### src/rtl/seg7_pkg.sv
// Shared definitions for the 7-segment capture decoder: glyph table, segment order, FSM states.
// Build option SEG7_BLANK_EN (see seg7_pattern_decode) changes how the all-off pattern decodes.
package seg7_pkg;

    localparam int unsigned SEG_W             = 7;
    localparam int unsigned NUM_GLYPHS        = 16;
    localparam int unsigned STABLE_CYCLES_DEF = 4;
    localparam int unsigned CNT_W             = 8;

    // Bit position of each segment within seg_n; A is the MSB.
    typedef enum int unsigned {
        SEG_G = 0, SEG_F = 1, SEG_E = 2, SEG_D = 3, SEG_C = 4, SEG_B = 5, SEG_A = 6
    } seg_idx_e;

    localparam logic [SEG_W-1:0] SEG_ALL_OFF = '1;

    // Active-low {A..G}, indexed by the hex value each pattern displays.
    localparam logic [SEG_W-1:0] GLYPH [NUM_GLYPHS] = '{
        7'b0000001, 7'b1001111, 7'b0010010, 7'b0000110,
        7'b1001100, 7'b0100100, 7'b0100000, 7'b0001111,
        7'b0000000, 7'b0000100, 7'b0001000, 7'b1100000,
        7'b0110001, 7'b1000010, 7'b0110000, 7'b0111000
    };

    typedef enum logic [1:0] {
        ST_IDLE   = 2'd0,
        ST_SETTLE = 2'd1,
        ST_HOLD   = 2'd2
    } state_t;

    function automatic logic is_onehot4(input logic [3:0] v);
        return (v != 4'd0) && ((v & (v - 4'd1)) == 4'd0);
    endfunction

    function automatic logic [1:0] onehot_index(input logic [3:0] v);
        case (v)
            4'b0010: return 2'd1;
            4'b0100: return 2'd2;
            4'b1000: return 2'd3;
            default: return 2'd0;
        endcase
    endfunction

endpackage

### src/rtl/seg7_capture_decoder_if.sv
// Output handshake of the capture decoder; out_blank exists only when SEG7_BLANK_EN is defined.
interface seg7_capture_decoder_if;

    logic       out_valid;
    logic       out_ready;
    logic [1:0] out_digit;
    logic [3:0] out_value;
    logic       out_err;
`ifdef SEG7_BLANK_EN
    logic       out_blank;

    modport master (output out_valid, out_digit, out_value, out_err, out_blank, input out_ready);
    modport slave  (input out_valid, out_digit, out_value, out_err, out_blank, output out_ready);
`else
    modport master (output out_valid, out_digit, out_value, out_err, input out_ready);
    modport slave  (input out_valid, out_digit, out_value, out_err, output out_ready);
`endif

endinterface

### src/rtl/seg7_pattern_decode.sv
// Combinational segment-pattern to hex decoder.
// With SEG7_BLANK_EN the all-off pattern is a legal blank glyph; otherwise it is an error.
module seg7_pattern_decode
    import seg7_pkg::*;
(
    input  logic [SEG_W-1:0] seg_n,
    output logic [3:0]       value,
    output logic             err,
    output logic             blank
);

    always_comb begin
        value = '0;
        err   = 1'b1;
        blank = 1'b0;
        for (int unsigned i = 0; i < NUM_GLYPHS; i++) begin
            if (seg_n == GLYPH[i]) begin
                value = 4'(i);
                err   = 1'b0;
            end
        end
        if (seg_n == SEG_ALL_OFF) begin
            blank = 1'b1;
`ifdef SEG7_BLANK_EN
            err   = 1'b0;
`endif
        end
    end

endmodule

### src/rtl/seg7_capture_decoder.sv
// Captures a digit from a multiplexed 7-segment display once strobe and pattern are stable.
// Build option SEG7_BLANK_EN: all-off pattern decodes as a blank digit and drives out_blank.
module seg7_capture_decoder
    import seg7_pkg::*;
#(
    parameter int unsigned STABLE_CYCLES = STABLE_CYCLES_DEF
) (
    input  logic                   clk,
    input  logic                   rst,
    input  logic [SEG_W-1:0]       seg_n,
    input  logic [3:0]             dig_en,
    seg7_capture_decoder_if.master out_if,
    output logic                   ovf
);

    localparam logic [CNT_W-1:0] STB = CNT_W'(STABLE_CYCLES);

    state_t             state_q, state_d;
    logic [CNT_W-1:0]   cnt_q, cnt_d;
    logic [3:0]         dig_smp_q, dig_prv_q;
    logic [SEG_W-1:0]   seg_smp_q, seg_prv_q;
    logic               valid_q, valid_d;
    logic [1:0]         digit_q, digit_d;
    logic [3:0]         value_q, value_d;
    logic               err_q, err_d;
    logic               ovf_q, ovf_d;
    logic               capture;
    logic               legal;
    logic               same;
    logic [3:0]         dec_value;
    logic               dec_err;
    logic               dec_blank;

    seg7_pattern_decode u_decode (
        .seg_n (seg_smp_q),
        .value (dec_value),
        .err   (dec_err),
        .blank (dec_blank)
    );

    assign legal = is_onehot4(dig_smp_q);
    assign same  = ({dig_smp_q, seg_smp_q} == {dig_prv_q, seg_prv_q});

    // Capture fires in the cycle the dwell count reaches STB, which with STB=1 is the first legal sample.
    always_comb begin
        state_d = state_q;
        cnt_d   = cnt_q;
        capture = 1'b0;
        case (state_q)
            ST_IDLE: begin
                if (legal) begin
                    state_d = ST_SETTLE;
                    cnt_d   = CNT_W'(1);
                end
            end
            ST_SETTLE, ST_HOLD: begin
                if (!same) begin
                    state_d = legal ? ST_SETTLE : ST_IDLE;
                    cnt_d   = legal ? CNT_W'(1) : '0;
                end else if (state_q == ST_SETTLE) begin
                    cnt_d = cnt_q + CNT_W'(1);
                end
            end
            default: begin
                state_d = ST_IDLE;
                cnt_d   = '0;
            end
        endcase
        if (state_d == ST_SETTLE && cnt_d == STB) begin
            capture = 1'b1;
            state_d = ST_HOLD;
        end
    end

    always_comb begin
        valid_d = valid_q;
        digit_d = digit_q;
        value_d = value_q;
        err_d   = err_q;
        ovf_d   = ovf_q;
        if (capture) begin
            if (!valid_q || out_if.out_ready) begin
                valid_d = 1'b1;
                digit_d = onehot_index(dig_smp_q);
                value_d = dec_value;
                err_d   = dec_err;
            end else begin
                ovf_d = 1'b1;
            end
        end else if (valid_q && out_if.out_ready) begin
            valid_d = 1'b0;
        end
    end

    always_ff @(posedge clk or posedge rst) begin
        if (rst) begin
            state_q   <= ST_IDLE;
            cnt_q     <= '0;
            dig_smp_q <= '0;
            seg_smp_q <= '0;
            dig_prv_q <= '0;
            seg_prv_q <= '0;
            valid_q   <= 1'b0;
            digit_q   <= '0;
            value_q   <= '0;
            err_q     <= 1'b0;
            ovf_q     <= 1'b0;
        end else begin
            state_q   <= state_d;
            cnt_q     <= cnt_d;
            dig_smp_q <= dig_en;
            seg_smp_q <= seg_n;
            dig_prv_q <= dig_smp_q;
            seg_prv_q <= seg_smp_q;
            valid_q   <= valid_d;
            digit_q   <= digit_d;
            value_q   <= value_d;
            err_q     <= err_d;
            ovf_q     <= ovf_d;
        end
    end

`ifdef SEG7_BLANK_EN
    logic blank_q, blank_d;

    always_comb begin
        blank_d = blank_q;
        if (capture && (!valid_q || out_if.out_ready)) begin
            blank_d = dec_blank;
        end
    end

    always_ff @(posedge clk or posedge rst) begin
        if (rst) begin
            blank_q <= 1'b0;
        end else begin
            blank_q <= blank_d;
        end
    end

    assign out_if.out_blank = blank_q;
`else
    logic unused_blank;
    assign unused_blank = dec_blank;
`endif

    assign out_if.out_valid = valid_q;
    assign out_if.out_digit = digit_q;
    assign out_if.out_value = value_q;
    assign out_if.out_err   = err_q;
    assign ovf              = ovf_q;

endmodule

### src/flat_wrapper.sv
// flat-port wrapper written by rule: the top's interface ports become plain ports
module seg7_capture_decoder_flat import seg7_pkg::*;
#(
    parameter int unsigned STABLE_CYCLES = STABLE_CYCLES_DEF
)
  (clk, rst, seg_n, dig_en, ovf, out_if_out_valid, out_if_out_digit, out_if_out_value, out_if_out_err, out_if_out_ready);
  seg7_capture_decoder_if out_if_i ();
  input  logic clk;
  input  logic rst;
  input  logic [SEG_W-1:0] seg_n;
  input  logic [3:0] dig_en;
  output logic ovf;
  output wire logic [$bits(out_if_i.out_valid)-1:0] out_if_out_valid;
  output wire logic [$bits(out_if_i.out_digit)-1:0] out_if_out_digit;
  output wire logic [$bits(out_if_i.out_value)-1:0] out_if_out_value;
  output wire logic [$bits(out_if_i.out_err)-1:0] out_if_out_err;
  input wire logic [$bits(out_if_i.out_ready)-1:0] out_if_out_ready;
  assign out_if_out_valid = out_if_i.out_valid;
  assign out_if_out_digit = out_if_i.out_digit;
  assign out_if_out_value = out_if_i.out_value;
  assign out_if_out_err = out_if_i.out_err;
  assign out_if_i.out_ready = out_if_out_ready;
  seg7_capture_decoder #(.STABLE_CYCLES(STABLE_CYCLES)) u_core (.clk(clk), .rst(rst), .seg_n(seg_n), .dig_en(dig_en), .out_if(out_if_i), .ovf(ovf));
endmodule
### config.mk
export PLATFORM = sky130hd
export DESIGN_NAME = seg7_capture_decoder_flat
export DESIGN_NICKNAME = d
export VERILOG_FILES = /design/src/rtl/seg7_pkg.sv /design/src/rtl/seg7_capture_decoder_if.sv /design/src/rtl/seg7_pattern_decode.sv /design/src/rtl/seg7_capture_decoder.sv /design/src/flat_wrapper.sv
export SDC_FILE = /design/constraint.sdc
export NUM_CORES = 1
export LEC_CHECK = 0
export CORE_ASPECT_RATIO = 0.5
export CORE_MARGIN = 1.5
export CORE_UTILIZATION = 39
export CTS_BUF_LIST = sky130_fd_sc_hd__clkbuf_4
export DETAILED_ROUTE_END_ITERATION = 8
export PLACE_DENSITY = 0.66
export REMOVE_ABC_BUFFERS = 1
export SETUP_SLACK_MARGIN = 0.15
export SYNTH_ARGS = -nofsm -noshare
export SYNTH_HDL_FRONTEND = slang
export SYNTH_SLANG_ARGS = --single-unit
export TNS_END_PERCENT = 50
### constraint.sdc
create_clock -name clk -period 4.9 [get_ports clk]
set_clock_uncertainty 0.15 [all_clocks]
set_input_delay 0.98 -clock clk [delete_from_list [all_inputs] [get_ports clk]]
set_output_delay 0.98 -clock clk [all_outputs]
set_load 0.01 [all_outputs]
# Word level (Yosys, flattened, before mapping)

Index checks and enable logic that the tools add are counted.
W data, S select, Z words.

Input bits: 14
Logic and storage cells: 99
Register bits after elaboration: 41

Eq/ne operators: 24
Reductions and logical operators: 14
Bitwise gates (word level): 2
Add/subtract/negate cells: 2
Mux-type cells: 46

Operators with widths:

| operator              | number |
|---|---|
| $mux W4               | 14 |
| $eq A7 B6 Y1 const B  | 5 |
| $eq A7 B7 Y1 const B  | 4 |
| $mux W8               | 3 |
| $mux W1               | 23 |
| $pmux W8 S2           | 1 |
| $eq A7 B3 Y1 const B  | 2 |
| $eq A7 B4 Y1 const B  | 2 |
| $eq A11 B11 Y1        | 1 |
| $add A8 B1 Y8 const B | 1 |
| $eq A8 B3 Y1 const B  | 1 |
| $eq A7 B1 Y1 const B  | 1 |
| $eq A7 B5 Y1 const B  | 1 |
| $logic_not A7 Y1      | 1 |
| $mux W2               | 3 |
| $pmux W2 S3           | 1 |
| $reduce_and A2 Y1     | 3 |
| $and A4 B4 Y4         | 1 |
| $eq A2 B1 Y1 const B  | 2 |
| $eq A4 B2 Y1 const B  | 1 |
| $eq A4 B3 Y1 const B  | 1 |
| $eq A4 B4 Y1 const B  | 1 |
| $logic_not A4 Y1      | 1 |
| $pmux W2 S2           | 1 |
| 11 further kinds      | 13 |

# Longest topological paths before layout

Gate-level depths: netlist (run 1).

Depth in word-level cells: 17
Depth in mapped cells: 10
Gate-level depth less buffers: 10

# Hierarchy

From an unflattened synthesis (run 1), not the netlist that was laid out.

Cell total of the unflattened synthesis: 231
Area, all modules: 2308.5 um^2

Modules (own cells, without submodules):

| module               | area an instance (um^2) | instances | sequential area each (um^2) | cells an instance |
|---|---|---|---|---|
| seg7_capture_decoder | 1906.8                  | 1         | 1026.0                      | 173 |
| seg7_pattern_decode  | 401.6                   | 1         | 0.0                         | 58 |

# Worst setup path before layout (run 1)

OpenSTA, ideal clock, no wires.

Path kind: flip-flop to flip-flop
Start: register u_core.seg_smp_q[1]
End: register u_core.digit_q[0], in the netlist u_core.out_if.out_digit[0]
Stages on the path, launching flop included: 11
Period minus slack after synthesis: 2.646 ns
Data required time: 4.625 ns
Library setup time: 0.125 ns
Setup slack: 2.254 ns
Data arrival time: 2.371 ns
Buffers on the path: 2
Path through: dfrtp_1 buf_4 xnor2_1 and4_4 and3_4 buf_6 mux2i_1 o22ai_1 nor4_4 nand4_4 mux2_4

Word-level cells in the longest chain between the ends: 7

RTL lines:

| element                                             | line                        | source |
|---|---|---|
| start: declaration                                  | seg7_capture_decoder.sv:21  | `logic [SEG_W-1:0] seg_smp_q, seg_prv_q;` |
| start signal: assignment                            | seg7_capture_decoder.sv:112 | `seg_smp_q <= seg_n;` |
| $eq A11 B11 Y1 *                                    | seg7_capture_decoder.sv:42  | `assign same = ({dig_smp_q, seg_smp_q} == {dig_prv_q, seg_prv_q});` |
| $mux W8 / $mux W2 (equally long branches)           | seg7_capture_decoder.sv:57  | `if (!same) begin` |
| $pmux W8 S2 / $pmux W2 S2 (equally long branches)   | seg7_capture_decoder.sv:49  | `case (state_q)` |
| $eq A8 B3 Y1 / $eq A2 B1 Y1 (equally long branches) | seg7_capture_decoder.sv:69  | `if (state_d == ST_SETTLE && cnt_d == STB) begin` |
| $logic_and A1 B1 Y1 *                               | seg7_capture_decoder.sv:69  |  |
| $mux W1 *                                           | seg7_capture_decoder.sv:69  |  |
| $reduce_and A2 Y1 (no line) *                       | --                          |  |
| end signal: assignment                              | seg7_capture_decoder.sv:116 | `digit_q <= digit_d;` |
| end: declaration                                    | seg7_capture_decoder.sv:23  | `logic [1:0] digit_q, digit_d;` |

Mark *: on every way between the ends. The rest lies on a longest branch, timed or not.
A chain may end at the register's enable or synchronous reset.

# Worst setup path in the final report (run 1)

Start: register u_core.state_q[0]
End: register u_core.value_q[2], in the netlist u_core.out_if.out_value[2]

Word-level cells in the longest chain between the ends: 8

RTL lines:

| element                       | line                                                   | source |
|---|---|---|
| start: declaration            | seg7_capture_decoder.sv:18                             | `state_t state_q, state_d;` |
| start signal: assignment      | seg7_capture_decoder.sv:109                            | `state_q <= state_d;` |
| $eq A2 B1 Y1                  | seg7_capture_decoder.sv:49, seg7_capture_decoder.sv:60 |  |
| $mux W8                       | seg7_capture_decoder.sv:60                             | `end else if (state_q == ST_SETTLE) begin` |
| $mux W8                       | seg7_capture_decoder.sv:57                             |  |
| $pmux W8 S2 *                 | seg7_capture_decoder.sv:49                             |  |
| net u_core.cnt_d[2]           | seg7_capture_decoder.sv:19                             | `logic [CNT_W-1:0] cnt_q, cnt_d;` |
| $eq A8 B3 Y1 *                | seg7_capture_decoder.sv:69                             |  |
| $logic_and A1 B1 Y1 *         | seg7_capture_decoder.sv:69                             |  |
| $mux W1 *                     | seg7_capture_decoder.sv:69                             |  |
| $reduce_and A2 Y1 (no line) * | --                                                     |  |
| end signal: assignment        | seg7_capture_decoder.sv:117                            | `value_q <= value_d;` |
| end: declaration              | seg7_capture_decoder.sv:24                             | `logic [3:0] value_q, value_d;` |

Mark *: on every way through the listed nets, which the timed path passes. The rest lies on a longest branch.

==> impl_summary.txt, run 1 <==
----------------------------------------------------
[Outcome]
  Status ... finished, final reports clean

[Worst setup path]
  Slowest stage delay, CP ... 0.45 ns
  Worst Path Required ... 4.98 ns
  Worst-path cell chain ... inv_1, ha_1, nand4_1, nor4_1, or3_1, nand3_1, nor4_4, nand4_4, mux2_4
  CP Launch Type ... flip-flop
  Setup Crit Path Kind ... flip-flop to flip-flop
  Critical-path cell with the highest stage delay ... sky130_fd_sc_hd__dfrtp_1
  Maximum net fanout on the critical path ... 7
  Kind of end point of the critical path ... flip-flop
  Worst EP arrival ... 3.03 ns

[STA]
  Sum of negative setup slack ... 0 ns
  Portion of the clock cycle consumed by the worst path in the final layout ... 60.2%
  Fmax ... 0.339 GHz
  Final max-slew violation count ... 0
  Relative slew margins ... 65.9%
  Final number of hold-violating endpoints ... 0
  RSZ-0062 raised after global routing ... false
  Min Clock Period, post-route ... 2.95 ns
  Final number of setup-violating endpoints ... 0
  Transition time at the pin with the least slew margin ... 0.512 ns
  Smallest hold slack ... 0.343 ns

[CTS]
  TritonCTS sink count ... 41
  Worst-skew pair later-pin latency ... 0.34 ns
  Post-CTS setup repair buffer count ... 0
  Clock edge transition at the registers on the reported setup and hold paths ... 0.13 ns
  Resized Gates After CTS ... 0
  Hold-fix buffers, CTS ... 0
  Buffer cell driving the clock tree root ... sky130_fd_sc_hd__clkbuf_4
  TritonCTS Buffers ... 5
  Total number of H-tree levels ... 2
  Maximum clock path buffer count ... 2
  TritonCTS clock tree ... yes

[Job]
  Number of max-cap violations ... 0

[Synthesis]
  Cell type with the largest total area after synthesis ... sky130_fd_sc_hd__dfrtp_1
  Seq cells post-synth ... 41
  Commonest cells in the netlist ... sky130_fd_sc_hd__dfrtp_1 (41), sky130_fd_sc_hd__nand2_1 (15), sky130_fd_sc_hd__xnor2_1 (15), sky130_fd_sc_hd__nor2_1 (13), sky130_fd_sc_hd__o21ai_0 (10)
  Count of unique library cells instantiated by Yosys ... 53
  Fraction of post-synthesis cell area in the top cell type by area ... 46.5%
  Synth warnings ... 0
  Top flip-flop cell by instance count after synthesis ... sky130_fd_sc_hd__dfrtp_1
  Syn avg cell area ... 10.5 um2
  Sequential-to-total area share from yosys stat ... 46.5%
  Share of async-settable or async-resettable flops after synthesis ... 100%
  Post-synth design cell area ... 2210 um2
  Most common cell in the synthesized netlist ... sky130_fd_sc_hd__dfrtp_1
  Count of flip-flops with a built-in enable after synthesis ... 0
  Largest cells by area after synthesis ... sky130_fd_sc_hd__dfrtp_1 (47%), sky130_fd_sc_hd__xnor2_1 (6.0%), sky130_fd_sc_hd__mux2_4 (4.8%)
  Count of mapped cells out of synthesis ... 210

[Floorplan]
  Overall die area ... 6140 um2
  Num ports ... 23
  Number of cell rows ... 19
  Standard cell core area ... 5470 um2
  Starting density of the core ... 40.3%
  Die span in x ... 109 um
  Die span in y ... 56.2 um

[Global routing]
  Number of global-route vias before repair ... 1518
  Global-route wire length before repair ... 7.63 mm
  Total gr overflow ... 0
  Pin count of the biggest net entering global routing ... 42
  Number of antenna violations at the first check in global routing ... 0
  Aggregate global-route resource usage ... 16.2%

[Pwr]
  Power Density ... 296 nW/um2
  Worst supply voltage drop on vdd ... 126 uV
  Combinational share of power ... 20.2%
  Psw ... 222 uW
  Leakage ... 1.03 nW
  Clock share of power ... 28.8%
  Fraction of power consumed by sequential logic ... 51.0%
  Final total power ... 752 uW
  Fraction of power spent switching nets ... 29.5%
  Power Internal ... 530 uW

[Finish]
  Fin util ... 46.4%
  Fraction of layout cells with a size suffix above 1 ... 11.3%
  Filler instances ... 530
  Footprint of the multi-input gates ... 1100 um2
  Count of inserted antenna diode cells ... 0
  Post-layout net count ... 248
  Post-synthesis to final-layout area growth ... 15.0%
  Area of all sequential standard cells ... 1030 um2
  Post-layout instance area ... 2540 um2

[Detailed routing]
  Count of vias placed by the detailed router ... 1609
  Number of detailed-routing iterations run before antenna repair ... 4
  Starting DRC count in detailed routing ... 74
  Average wire length per cell after detail routing ... 14.7 um
  Drt via density ... 5.29
  Residual DRC ... 0
  Number of nets with antenna violations after routing ... 0
  Overall routed net length ... 4.46 mm

[Worst hold path]
  Worst hold path type ... flip-flop to flip-flop

[Placed design]
  Global placer's final weighted congestion ... 0.867
  Post-detailed-placement cell area ... 2460 um2
  Port bufs ... 22
  Estimated wirelength of the detail-placed design ... 3.21 mm

----------------------------------------------------
-- per-stage QoR --
stage / cells / worst slack [ns]
after CTS: 304 / 1.97
final: 304 / 1.95
after detailed placement: 296 / 1.98
after global placement: 296 / 2.05
after floorplan: 200 / 2.31
after global routing: 304 / 1.76
-- power groups by stage --
stage	Sequential, mW	Combinational (mW)	Clock (mW)
5_1_grt	0.387	0.168	0.240
2_1_floorplan	0.382	0.111	0
3_5_place_dp	0.390	0.149	0
6_report	0.383	0.152	0.217
3_3_place_gp	0.388	0.147	0
4_1_cts	0.383	0.151	0.223
-- registers in the layout (all words and copies together), names as in the netlist --
name and cells:
u_core.cnt_q 8, u_core.seg_prv_q 7, u_core.seg_smp_q 7, u_core.dig_prv_q 4
u_core.dig_smp_q 4, u_core.out_if.out_value 4, u_core.out_if.out_digit 2, u_core.state_q 2
u_core.out_if.out_err 1, u_core.out_if.out_valid 1, u_core.ovf 1
-- worst max-delay path: cells and delay by family (launching register included) --
kind / cells / cell delay, ns
adders and majority gates: 1 / 0.41
buffers and inverters: 1 / 0.07
DFF: 1 / 0.45
muxes: 1 / 0.35
and+or+nand+nor: 6 / 1.40
-- path summary, 6_finish.rpt --
kind                                         from                         end  slack (ns)  cells past startpoint
min in group asynchronous                     rst             u_core.cnt_q[3]        0.89                      3
worst max register to register  u_core.state_q[0]  u_core.out_if.out_value[2]        1.95                      9
worst min-delay path                   u_core.ovf                  u_core.ovf        0.34                      1
worst min register to register         u_core.ovf                  u_core.ovf        0.34                      1
worst max-delay path            u_core.state_q[0]  u_core.out_if.out_value[2]        1.95                      9
max in group asynchronous                     rst         u_core.seg_prv_q[3]        3.34                      3
-- logic make-up (layout without fill, tap and decap cells) --
logic type,after synthesis,after routing,synth area share (%)
adders and majority gates,4,4,2.27
AOI/OAI and AO/OA,37,37,11.1
DFF,41,41,46.5
xor gates and xnor gates,16,16,6.35
muxes,10,10,6.13
buffers and inverters,14,35,3.69
and+or+nand+nor,88,88,24.0
-- layer usage --
| layer | wire length, um | vias to the layer above | track usage (%) |
|---|---|---|---|
| li1 | - | 809 | - |
| met1 | 2310 | 770 | 24.0 |
| met2 | 1990 | 26 | 24.0 |
| met3 | 138 | 4 | 3.86 |
| met4 | 25 | 0 | 3.34 |
| met5 | 0 | - | 0 |
-- layout by cell type, fill, tap and decap left out, types with 2 or more instances in the layout --
cell type	netlist	routed
sky130_fd_sc_hd__a31oi_1	2	2
sky130_fd_sc_hd__nand3b_1	6	6
sky130_fd_sc_hd__dfrtp_1	41	41
sky130_fd_sc_hd__nand4_1	9	9
sky130_fd_sc_hd__nand3_1	7	7
sky130_fd_sc_hd__a21oi_1	8	8
sky130_fd_sc_hd__nor3_1	8	8
sky130_fd_sc_hd__and4_1	2	2
sky130_fd_sc_hd__o21a_1	3	3
sky130_fd_sc_hd__o311ai_0	2	2
sky130_fd_sc_hd__nor4_1	3	3
sky130_fd_sc_hd__and3_1	2	2
sky130_fd_sc_hd__xnor2_1	15	15
sky130_fd_sc_hd__o21ai_0	10	10
sky130_fd_sc_hd__nand2b_1	2	2
sky130_fd_sc_hd__nand2_1	15	15
sky130_fd_sc_hd__nor2b_1	4	4
sky130_fd_sc_hd__mux2_4	7	7
sky130_fd_sc_hd__or2_2	2	2
sky130_fd_sc_hd__clkdlybuf4s50_1	0	22
sky130_fd_sc_hd__mux2i_1	3	3
sky130_fd_sc_hd__inv_1	4	4
sky130_fd_sc_hd__nor2_1	13	13
sky130_fd_sc_hd__clkbuf_4	0	6
sky130_fd_sc_hd__nor3b_1	2	2
sky130_fd_sc_hd__or3_1	2	2
sky130_fd_sc_hd__ha_1	4	4
sky130_fd_sc_hd__and4_4	2	2
-- layout make-up --
type / instances / area share [%]
Clock buffer: 6 / 1.78
Clock inverter: 2 / 1.33
Inverter: 4 / 0.592
Multi-Input combinational cell: 155 / 43.3
Sequential cell: 41 / 40.4
Tap cell: 73 / 3.60
Timing Repair Buffer: 23 / 8.97
Note: power is estimated with default switching activity, not from simulation.
==> inputs of run 2 (changes only) <==
==> constraint.sdc (replaced) <==
create_clock -name clk -period 3 [get_ports clk]
set_clock_uncertainty 0.15 [all_clocks]
set_input_delay 0.6 -clock clk [delete_from_list [all_inputs] [get_ports clk]]
set_output_delay 0.6 -clock clk [all_outputs]
set_load 0.01 [all_outputs]
==> impl_summary.txt, run 2 (synthesis gave the netlist of run 1 again) <==
----------------------------------------------------
[Pwr]
  Fraction of power consumed by sequential logic ... 43.7%
  Final total power ... 1.41 mW
  Combinational share of power ... 24.4%
  Psw ... 409 uW
  Power Density ... 496 nW/um2
  Worst supply voltage drop on vdd ... 230 uV
  Clock share of power ... 31.9%
  Power Internal ... 1.00 mW
  Fraction of power spent switching nets ... 29.0%
  Leakage ... 1.19 nW

[CTS]
  Hold-fix buffers, CTS ... 0
  TritonCTS Buffers ... 5
  Maximum clock path buffer count ... 2
  TritonCTS sink count ... 41
  Buffer cell driving the clock tree root ... sky130_fd_sc_hd__clkbuf_4
  TritonCTS clock tree ... yes
  Clock edge transition at the registers on the reported setup and hold paths ... 0.12 ns
  Total number of H-tree levels ... 2
  Worst-skew pair later-pin latency ... 0.37 ns

[STA]
  Sum of negative setup slack ... 0 ns
  RSZ-0062 raised after global routing ... true
  Fmax ... 0.356 GHz
  Transition time at the pin with the least slew margin ... 0.546 ns
  Relative slew margins ... 63.5%
  Final number of hold-violating endpoints ... 0
  Portion of the clock cycle consumed by the worst path in the final layout ... 93.7%
  Final max-slew violation count ... 0
  Min Clock Period, post-route ... 2.81 ns
  Final number of setup-violating endpoints ... 0

[Floorplan]
  Die span in x ... 109 um
  Overall die area ... 6140 um2
  Number of cell rows ... 19
  Starting density of the core ... 40.3%
  Die span in y ... 56.2 um
  Standard cell core area ... 5470 um2
  Num ports ... 23

[Global routing]
  Number of global-route vias before repair ... 1597
  Number of antenna violations at the first check in global routing ... 0
  Global-route wire length before repair ... 7.66 mm
  Pin count of the biggest net entering global routing ... 42
  Total gr overflow ... 0
  Aggregate global-route resource usage ... 16.6%

[Placed design]
  Post-detailed-placement cell area ... 2500 um2
  Port bufs ... 22
  Estimated wirelength of the detail-placed design ... 3.25 mm
  Global placer's final weighted congestion ... 0.908
  DP Cell Count ... 302

[Finish]
  Post-layout net count ... 268
  Post-layout instance area ... 2840 um2
  Filler instances ... 488
  Post-synthesis to final-layout area growth ... 28.9%
  Final instance count without filler cells ... 324
  Count of inserted antenna diode cells ... 0
  Reg with most FFs ... u_core.cnt_q
  Most frequent standard cell in the layout excluding fill and tap cells ... sky130_fd_sc_hd__dfrtp_1
  Biggest registers after layout ... u_core.cnt_q x8, u_core.seg_prv_q x7, u_core.seg_smp_q x7
  Fraction of layout cells with a size suffix above 1 ... 27.5%
  Largest register FFs ... 8
  Commonest cells after routing, fill and taps aside ... sky130_fd_sc_hd__dfrtp_1 (35), sky130_fd_sc_hd__clkdlybuf4s50_1 (22), sky130_fd_sc_hd__buf_4 (21)

[Worst setup path]
  Critical-path cell with the highest stage delay ... sky130_fd_sc_hd__dfrtp_2
  Reg-to-reg setup timing slack ... 0.19 ns
  Slowest stage delay, CP ... 0.45 ns
  Setup Crit Path Kind ... flip-flop to flip-flop
  Worst R2R End ... u_core.out_if.out_digit[0]
  Worst EP arrival ... 2.92 ns
  Kind of end point of the critical path ... flip-flop
  Startpoint of the lowest-slack register-to-register path ... u_core.state_q[0]
  Depth of the worst register-to-register path ... 9
  Worst setup startpoint ... u_core.state_q[0]
  Maximum net fanout on the critical path ... 7
  Worst-path cell chain ... buf_4, ha_4, or3_4, nor4_4, or3_4, nand3_4, nor4_4, nand4_4, mux2_4
  CP Launch Type ... flip-flop
  Worst Path Required ... 3.10 ns

[Worst hold path]
  Worst Hold Depth ... 0
  End point of the worst hold path ... u_core.dig_prv_q[3]
  Worst hold path type ... flip-flop to flip-flop
  Worst Min Path Start ... u_core.dig_smp_q[3]

[Detailed routing]
  Starting DRC count in detailed routing ... 109
  Count of vias placed by the detailed router ... 1789
  Overall routed net length ... 4.89 mm
  Drt via density ... 5.52
  Number of detailed-routing iterations run before antenna repair ... 4
  Number of nets with antenna violations after routing ... 0
  Average wire length per cell after detail routing ... 15.1 um
  Residual DRC ... 0

[Job]
  Number of max-cap violations ... 0

[Outcome]
  Status ... finished, final reports clean

----------------------------------------------------
==> run 2: cell count changes in the layout (fill, tap and decap cells not counted), moves of 2 or more <==
cell                      before  now
sky130_fd_sc_hd__dfrtp_1      41   35
sky130_fd_sc_hd__or3_1         2    0
sky130_fd_sc_hd__xnor2_1      15    9
sky130_fd_sc_hd__ha_1          4    1
sky130_fd_sc_hd__buf_4         1   21
sky130_fd_sc_hd__dfrtp_2       0    6
sky130_fd_sc_hd__xnor2_2       0    6
sky130_fd_sc_hd__ha_4          0    3
sky130_fd_sc_hd__or3_4         0    2
==> run 2: power by group through the flow <==
stage	Clock [mW]	Sequential, mW	Combinational (mW)
floorplan	0	0.624	0.181
global placement	0	0.624	0.255
detailed placement	0	0.624	0.260
CTS	0.460	0.614	0.264
global route	0.480	0.620	0.375
finish	0.450	0.616	0.344
==> run 2: timing repair <==
action | in CTS | in global routing
endpoints found under the setup margin | 0 | 10
hold endpoints to repair | 0 | 0
gates resized for setup | 0 | 28
buffers inserted | 0 | 14
==> run 2: final cells by class <==
class	count	area [um2]	area share (%)
Tap cell	73	91.3	3.21
Clock buffer	5	37.5	1.32
Clock inverter	3	65.1	2.29
Multi-Input combinational cell	155	1220	43.0
Sequential cell	41	1030	36.3
Timing Repair Buffer	43	378	13.3
Inverter	4	15.0	0.528
==> run 2: worst max-delay path, delay by kind of cell, from the launching register on <==
family,cells,cell delay (ns)
simple gates,6,1.43
mux,1,0.35
flops,1,0.45
buf+inv,1,0.15
fa+ha+maj,1,0.17
==> run 2: how the worst max path moves through the flow <==
| stage | to | slack (ns) | depth (start not counted) |
|---|---|---|---|
| after floorplan | u_core.out_if.out_value[1] | 0.41 | 8 |
| after global placement | u_core.out_if.out_value[3] | 0.20 | 8 |
| after detailed placement | u_core.out_if.out_value[0] | 0.17 | 9 |
| after CTS | u_core.out_if.out_value[0] | 0.16 | 9 |
| after global routing | u_core.out_if.out_value[3] | 0.06 | 10 |
| final | u_core.out_if.out_digit[0] | 0.19 | 9 |
==> run 2: layer usage <==
metal | up-vias | part of all wire (%) | global-route usage (%)
met5 | - | 0 | 0
met3 | 19 | 4.6 | 3.86
met4 | 0 | 3.3 | 7.98
met2 | 54 | 46 | 24.3
li1 | 845 | - | -
met1 | 871 | 46 | 23.0
==> run 2: stage by stage <==
stage / setup slack [ns] / hold WS [ns] / utilization, %
CTS: 0.161 / 0.345 / 47.7
detailed placement: 0.169 / 0.315 / 45.8
finish: 0.188 / 0.281 / 52.0
global placement: 0.203 / 0.313 / 45.8
global route: 0.0562 / 0.294 / 52.0
floorplan: 0.408 / 0.292 / -
